File: src/rtl/clk_ctrl_pkg.sv
// Shared types and widths for the core clock run/halt/step controller.
package clk_ctrl_pkg;
  typedef enum logic [1:0] {
    ST_HOLD = 2'd0,
    ST_HALT = 2'd1,
    ST_RUN  = 2'd2,
    ST_STEP = 2'd3
  } clk_state_e;

  localparam int CYCLE_CNT_W = 32;
  localparam int STEP_CNT_W  = 8;

  // A zero step request still issues one enable.
  function automatic logic [STEP_CNT_W-1:0] step_load(input logic [STEP_CNT_W-1:0] cnt);
    return (cnt == '0) ? STEP_CNT_W'(1) : cnt;
  endfunction
endpackage

File: src/rtl/clk_en_divider.sv
// Clock-enable divider: one enable every div+1 active cycles, divisor latched on entry.
module clk_en_divider #(
  parameter int DivWidth = 8
) (
  input  logic                iClk,
  input  logic                iRst,
  input  logic                iLoad,
  input  logic                iActive,
  input  logic [DivWidth-1:0] iDiv,
  output logic                oClkEn
);
  logic [DivWidth-1:0] div_cnt_q, div_cnt_d;
  logic [DivWidth-1:0] div_lat_q, div_lat_d;
  logic                clk_en;

  // Decoded from flops only so the core sees no input-to-enable path.
  assign clk_en = iActive && (div_cnt_q == div_lat_q);
  assign oClkEn = clk_en;

  always_comb begin
    div_cnt_d = div_cnt_q;
    div_lat_d = div_lat_q;
    if (iLoad) begin
      div_cnt_d = '0;
      div_lat_d = iDiv;
    end else if (clk_en) begin
      div_cnt_d = '0;
    end else if (iActive) begin
      div_cnt_d = div_cnt_q + DivWidth'(1);
    end
  end

  always_ff @(posedge iClk) begin
    if (iRst) begin
      div_cnt_q <= '0;
      div_lat_q <= '0;
    end else begin
      div_cnt_q <= div_cnt_d;
      div_lat_q <= div_lat_d;
    end
  end
endmodule

File: src/rtl/clk_step_ctrl.sv
// Run/halt/single-step controller: post-reset core hold, then divided clock
// enables either free-running or as bounded step bursts.
module clk_step_ctrl
  import clk_ctrl_pkg::*;
#(
  parameter int ResetHoldCycles = 16,
  parameter int DivWidth        = 8
) (
  input  logic                   iClk,
  input  logic                   iRst,
  input  logic                   iRun,
  input  logic                   iStep,
  input  logic [STEP_CNT_W-1:0]  iStepCount,
  input  logic [DivWidth-1:0]    iDiv,
  output logic                   oCoreRst,
  output logic                   oClkEn,
  output logic                   oStepDone,
  output logic [1:0]             oState,
  output logic [CYCLE_CNT_W-1:0] oCycleCount
);
  localparam int HOLD_W = $clog2(ResetHoldCycles + 1);
  localparam logic [HOLD_W-1:0] HOLD_LAST = HOLD_W'(ResetHoldCycles - 1);

  clk_state_e             state_q, state_d;
  logic [HOLD_W-1:0]      hold_cnt_q, hold_cnt_d;
  logic [STEP_CNT_W-1:0]  step_remain_q, step_remain_d;
  logic                   step_done_q, step_done_d;
  logic [CYCLE_CNT_W-1:0] cycle_cnt_q, cycle_cnt_d;
  logic                   div_load;
  logic                   clk_en;

  clk_en_divider #(.DivWidth(DivWidth)) u_div (
    .iClk    (iClk),
    .iRst    (iRst),
    .iLoad   (div_load),
    .iActive ((state_q == ST_RUN) || (state_q == ST_STEP)),
    .iDiv    (iDiv),
    .oClkEn  (clk_en)
  );

  always_comb begin
    state_d       = state_q;
    hold_cnt_d    = hold_cnt_q;
    step_remain_d = step_remain_q;
    step_done_d   = 1'b0;
    div_load      = 1'b0;
    cycle_cnt_d   = clk_en ? cycle_cnt_q + CYCLE_CNT_W'(1) : cycle_cnt_q;
    unique case (state_q)
      ST_HOLD: begin
        hold_cnt_d = hold_cnt_q + HOLD_W'(1);
        if (hold_cnt_q == HOLD_LAST) begin
          state_d    = ST_HALT;
          hold_cnt_d = '0;
        end
      end
      ST_HALT: begin
        if (iRun) begin
          state_d  = ST_RUN;
          div_load = 1'b1;
        end else if (iStep) begin
          state_d       = ST_STEP;
          div_load      = 1'b1;
          step_remain_d = step_load(iStepCount);
        end
      end
      ST_RUN: begin
        if (!iRun) state_d = ST_HALT;
      end
      ST_STEP: begin
        // iRun is deliberately not looked at: a burst always runs to completion.
        if (clk_en) begin
          if (step_remain_q == STEP_CNT_W'(1)) begin
            state_d     = ST_HALT;
            step_done_d = 1'b1;
          end else begin
            step_remain_d = step_remain_q - STEP_CNT_W'(1);
          end
        end
      end
      default: state_d = ST_HOLD;
    endcase
  end

  always_ff @(posedge iClk) begin
    if (iRst) begin
      state_q       <= ST_HOLD;
      hold_cnt_q    <= '0;
      step_remain_q <= '0;
      step_done_q   <= 1'b0;
      cycle_cnt_q   <= '0;
    end else begin
      state_q       <= state_d;
      hold_cnt_q    <= hold_cnt_d;
      step_remain_q <= step_remain_d;
      step_done_q   <= step_done_d;
      cycle_cnt_q   <= cycle_cnt_d;
    end
  end

  assign oCoreRst    = (state_q == ST_HOLD);
  assign oClkEn      = clk_en;
  assign oStepDone   = step_done_q;
  assign oState      = state_q;
  assign oCycleCount = cycle_cnt_q;
endmodule

File: config.mk
export PLATFORM = sky130hd
export DESIGN_NAME = clk_step_ctrl
export DESIGN_NICKNAME = d
export VERILOG_FILES = /design/src/rtl/clk_ctrl_pkg.sv /design/src/rtl/clk_en_divider.sv /design/src/rtl/clk_step_ctrl.sv
export SDC_FILE = /design/constraint.sdc
export NUM_CORES = 1
export LEC_CHECK = 0
export CAP_MARGIN = 20
export CORE_ASPECT_RATIO = 0.8
export CORE_MARGIN = 4
export CORE_UTILIZATION = 45
export DETAILED_ROUTE_END_ITERATION = 16
export MAX_ROUTING_LAYER = met4
export PLACE_DENSITY = 0.73
export REMOVE_ABC_BUFFERS = 1
export SKIP_CTS_REPAIR_TIMING = 1
export SLEW_MARGIN = 20
export SYNTH_ARGS = -nofsm -noshare
export SYNTH_HDL_FRONTEND = slang
export SYNTH_SLANG_ARGS = --single-unit
File: constraint.sdc
create_clock -name iClk -period 2.2 [get_ports iClk]
set_input_delay 0.44 -clock iClk [delete_from_list [all_inputs] [get_ports iClk]]
set_output_delay 0.44 -clock iClk [all_outputs]
set_load 0.01 [all_outputs]
==> summary.md <==
| Metric | Value |
|---|---|
| Outcome | `finished clean` |
| Wire length per cell | `14.90 um` |
| Worst vdd ir | `about 0.4 mV` |
| Top-count cell post-synth | `dfxtp_1` |
| Leak | `1.622 nW` |
| Area share of the largest cell type after synthesis | `0.3988` |
| Worst Path Required | `2.47 ns` |
| CTS max path bufs | `2` |
| Sw Share | `0.1990` |
| Final core occ | `0.6464` |
| DR WL met2 | `between 3000 and 4000 um` |
| Routed WL | `roughly 8500 um` |
| I/O pin cnt | `between 50 and 60` |
| Number of fillers in the final layout | `~570` |
| Largest net degree at the start of global routing | `28` |
| Initial Util | `0.4640` |
| Reg power frac | `0.462` |
| Fmax | `466.1 MHz` |
| Max Slew Vio Count | `0` |
| Area leader, netlist | `dfxtp_1` |
| Slew at the pin with the worst max-slew slack | `0.4583 ns` |
| Fin area | `4477 um2` |
| Vias in the first global route | `3,032` |
| Std cell rows | `27` |
| Dpl ws | `-0.1295 ns` |
| NetSw | `between 0.5 and 0.6 mW` |
| Grt ovf | `0` |
| RSZ-0062 raised after global routing | `true` |
| Final hold slack | `0.4624 ns` |
| Hold Path Class | `register to register` |
| EDFF count, synth | `0` |
| Total chip power | `2.525 mW` |
| Critical path class | `register to register` |
| GRT Overall Usage | `0.2036` |
| Drt pass-1 iters | `4` |
| Die width | `102.5 um` |
| Area contributors post-synth | `dfxtp_1 (40%), a21oi_1 (5.6%), nor2_1 (4.6%)` |
| Most used flip-flop cell after synthesis | `dfxtp_1` |
| Max cap viols | `0` |
| Area of the multi-input gates | `1864 um2` |
| Register area | `about 1300 um2` |
| Cell variety after synth | `44` |
| Cells after synthesis | `387` |
| Endpoint class of the critical path | `register` |
| Clock share of power | `0.503` |
| Core ar. | `6925 um2` |
| CTS clk-pin slew, worst paths | `0.07 ns` |
| Worst-path maximum fanout | `4` |
| CTS root buffer | `clkbuf_8` |
| Yosys warnings | `0` |
| Setup ws final | `0.05438 ns` |
| First-pass GRT wire length | `between 10,000 and 15,000 um` |
| Layout area overhead | `39.33%` |
| H-tree depth | `3` |
| Arrival time of the worst setup path | `2.42 ns` |
| Period utilisation layout | `0.9753` |
| Layout cells sized above 1 | `0.1854` |
| Met3 WL | `469 um` |
| Netlist Area Pre-Place | `3213 um2` |
| IO Port Bufs | `56` |
| Routability Congestion | `0.8738` |
| DRC viols | `0` |
| Final hold vios | `0` |
| Via Count | `around 3,200` |
| DPL Wire Length | `between 5000 and 6000 um` |
| CTS tree | `built` |
| Setup crit start kind | `register` |
| Max layer used | `met4` |
| Post-route minimum period | `about 2.1 ns` |
| Final Skew | `0.007542 ns` |
| Via/cell ratio | `5.651` |
| Slew Limit Headroom | `0.6945` |
| Ranking of synthesized cells by instance count | `dfxtp_1 (64), nor2_1 (39), a21oi_1 (36)` |
| Logic pwr share | `0.035` |
| Detail Route Antenna Nets | `0` |
| Synth Area per Inst | `8.303 um2` |
| Final Setup Violations | `0` |
| Final Net Count | `500` |
| Power Dens Cells | `564.0 nW/um2` |
| Skew-Pair Late Insertion Delay | `0.34 ns` |
| Seq/Total Area, Yosys | `0.3988` |
| Die extent in y | `83.58 um` |
| Async SR Flop Fraction | `0` |
| Starting DRT DRC Count | `roughly 170` |
| P_int | `between 2 and 2.5 mW` |
| Placed cell areas | `4080 um2` |
| Cts bufs inserted | `9` |
| Yosys reg bits | `64` |
| Antenna violations before repair | `0` |
| Diodes inserted | `0` |
| Wl on met1 | `4072 um` |
| DIE AREA | `8565 um2` |
| Clk sink count | `64` |
## per-layer routing
metal | up-vias | GRT usage
met5 | - | -
met4 | 0 | 0.05364
met3 | 8 | 0.05764
met2 | 89 | 0.2984
met1 | 1501 | 0.2747
li1 | 1606 | -
## power by group through the flow
stage	clock network, mW	registers [mW]	logic [mW]
global placement	0	1.19	0.0850
finish	1.27	1.17	0.0881
CTS	1.29	1.17	0.0870
detailed placement	0	1.19	0.0866
global route	1.34	1.17	0.0959
floorplan	0	1.19	0.0227
## per-stage QoR
stage | instances | setup TNS (ns)
6_report | 567 | 0
5_1_grt | 567 | -0.04597
3_5_place_dp | 545 | -0.3541
2_1_floorplan | 366 | -3.710
3_3_place_gp | 545 | -0.05941
4_1_cts | 561 | -0.8984
## layout make-up
class | count | share of cell area
clock buffer | 11 | 0.03382
clock inverter | 5 | 0.02292
inverter | 15 | 0.01258
multi-input combinational | 287 | 0.4164
sequential | 64 | 0.2884
tap | 87 | 0.02432
timing repair buffer | 98 | 0.2015
## cell families after synthesis
| kind of cell | share of synthesized area |
|---|---|
| fa+ha+maj | 0.01947 |
| flops | 0.3988 |
| simple gates | 0.2780 |
| xor+xnor | 0.05452 |
| buf+inv | 0.04244 |
| mux | 0.04361 |
| compound gates | 0.1632 |
## final timing paths
path	from	end	slack, ns	depth (start not counted)
max	oCycleCount[4]$_SDFFE_PP0P_	oCycleCount[14]$_SDFFE_PP0P_	0.05	6
min	hold_cnt_q[4]$_SDFFE_PP0P_	hold_cnt_q[4]$_SDFFE_PP0P_	0.46	2
max reg2reg	oCycleCount[4]$_SDFFE_PP0P_	oCycleCount[14]$_SDFFE_PP0P_	0.05	6
min reg2reg	hold_cnt_q[4]$_SDFFE_PP0P_	hold_cnt_q[4]$_SDFFE_PP0P_	0.46	2
## worst max-delay path, cell delays in order, from the launching register on
cell and delay, ns:
dfxtp_2 0.33, nand4_1 0.16, buf_4 0.18, or4_4 0.52, nor2_4 0.13, or4b_2 0.60
a21oi_1 0.16
## sequential cells by signal (all words and copies together), names as in the netlist
signal	cells
hold_cnt_q	5
oStepDone	1
oCycleCount	32
oState	2
step_remain_q	8
u_div.div_cnt_q	8
u_div.div_lat_q	8
## cells in the final DEF, fill, tap and decap left out, types with 12 or more instances in the layout
master and n:
o21ai_0 14, xor2_1 15, or3_1 12, nand4_1 14, a21oi_1 30, clkdlybuf4s50_1 53, inv_1 15, nand3_1 13
buf_4 39, or4_1 12, o31ai_1 17, mux2i_1 14, dfxtp_1 56, nand2_1 24, nor2_1 38
No activity file was read; power rests on OpenSTA's default activity.
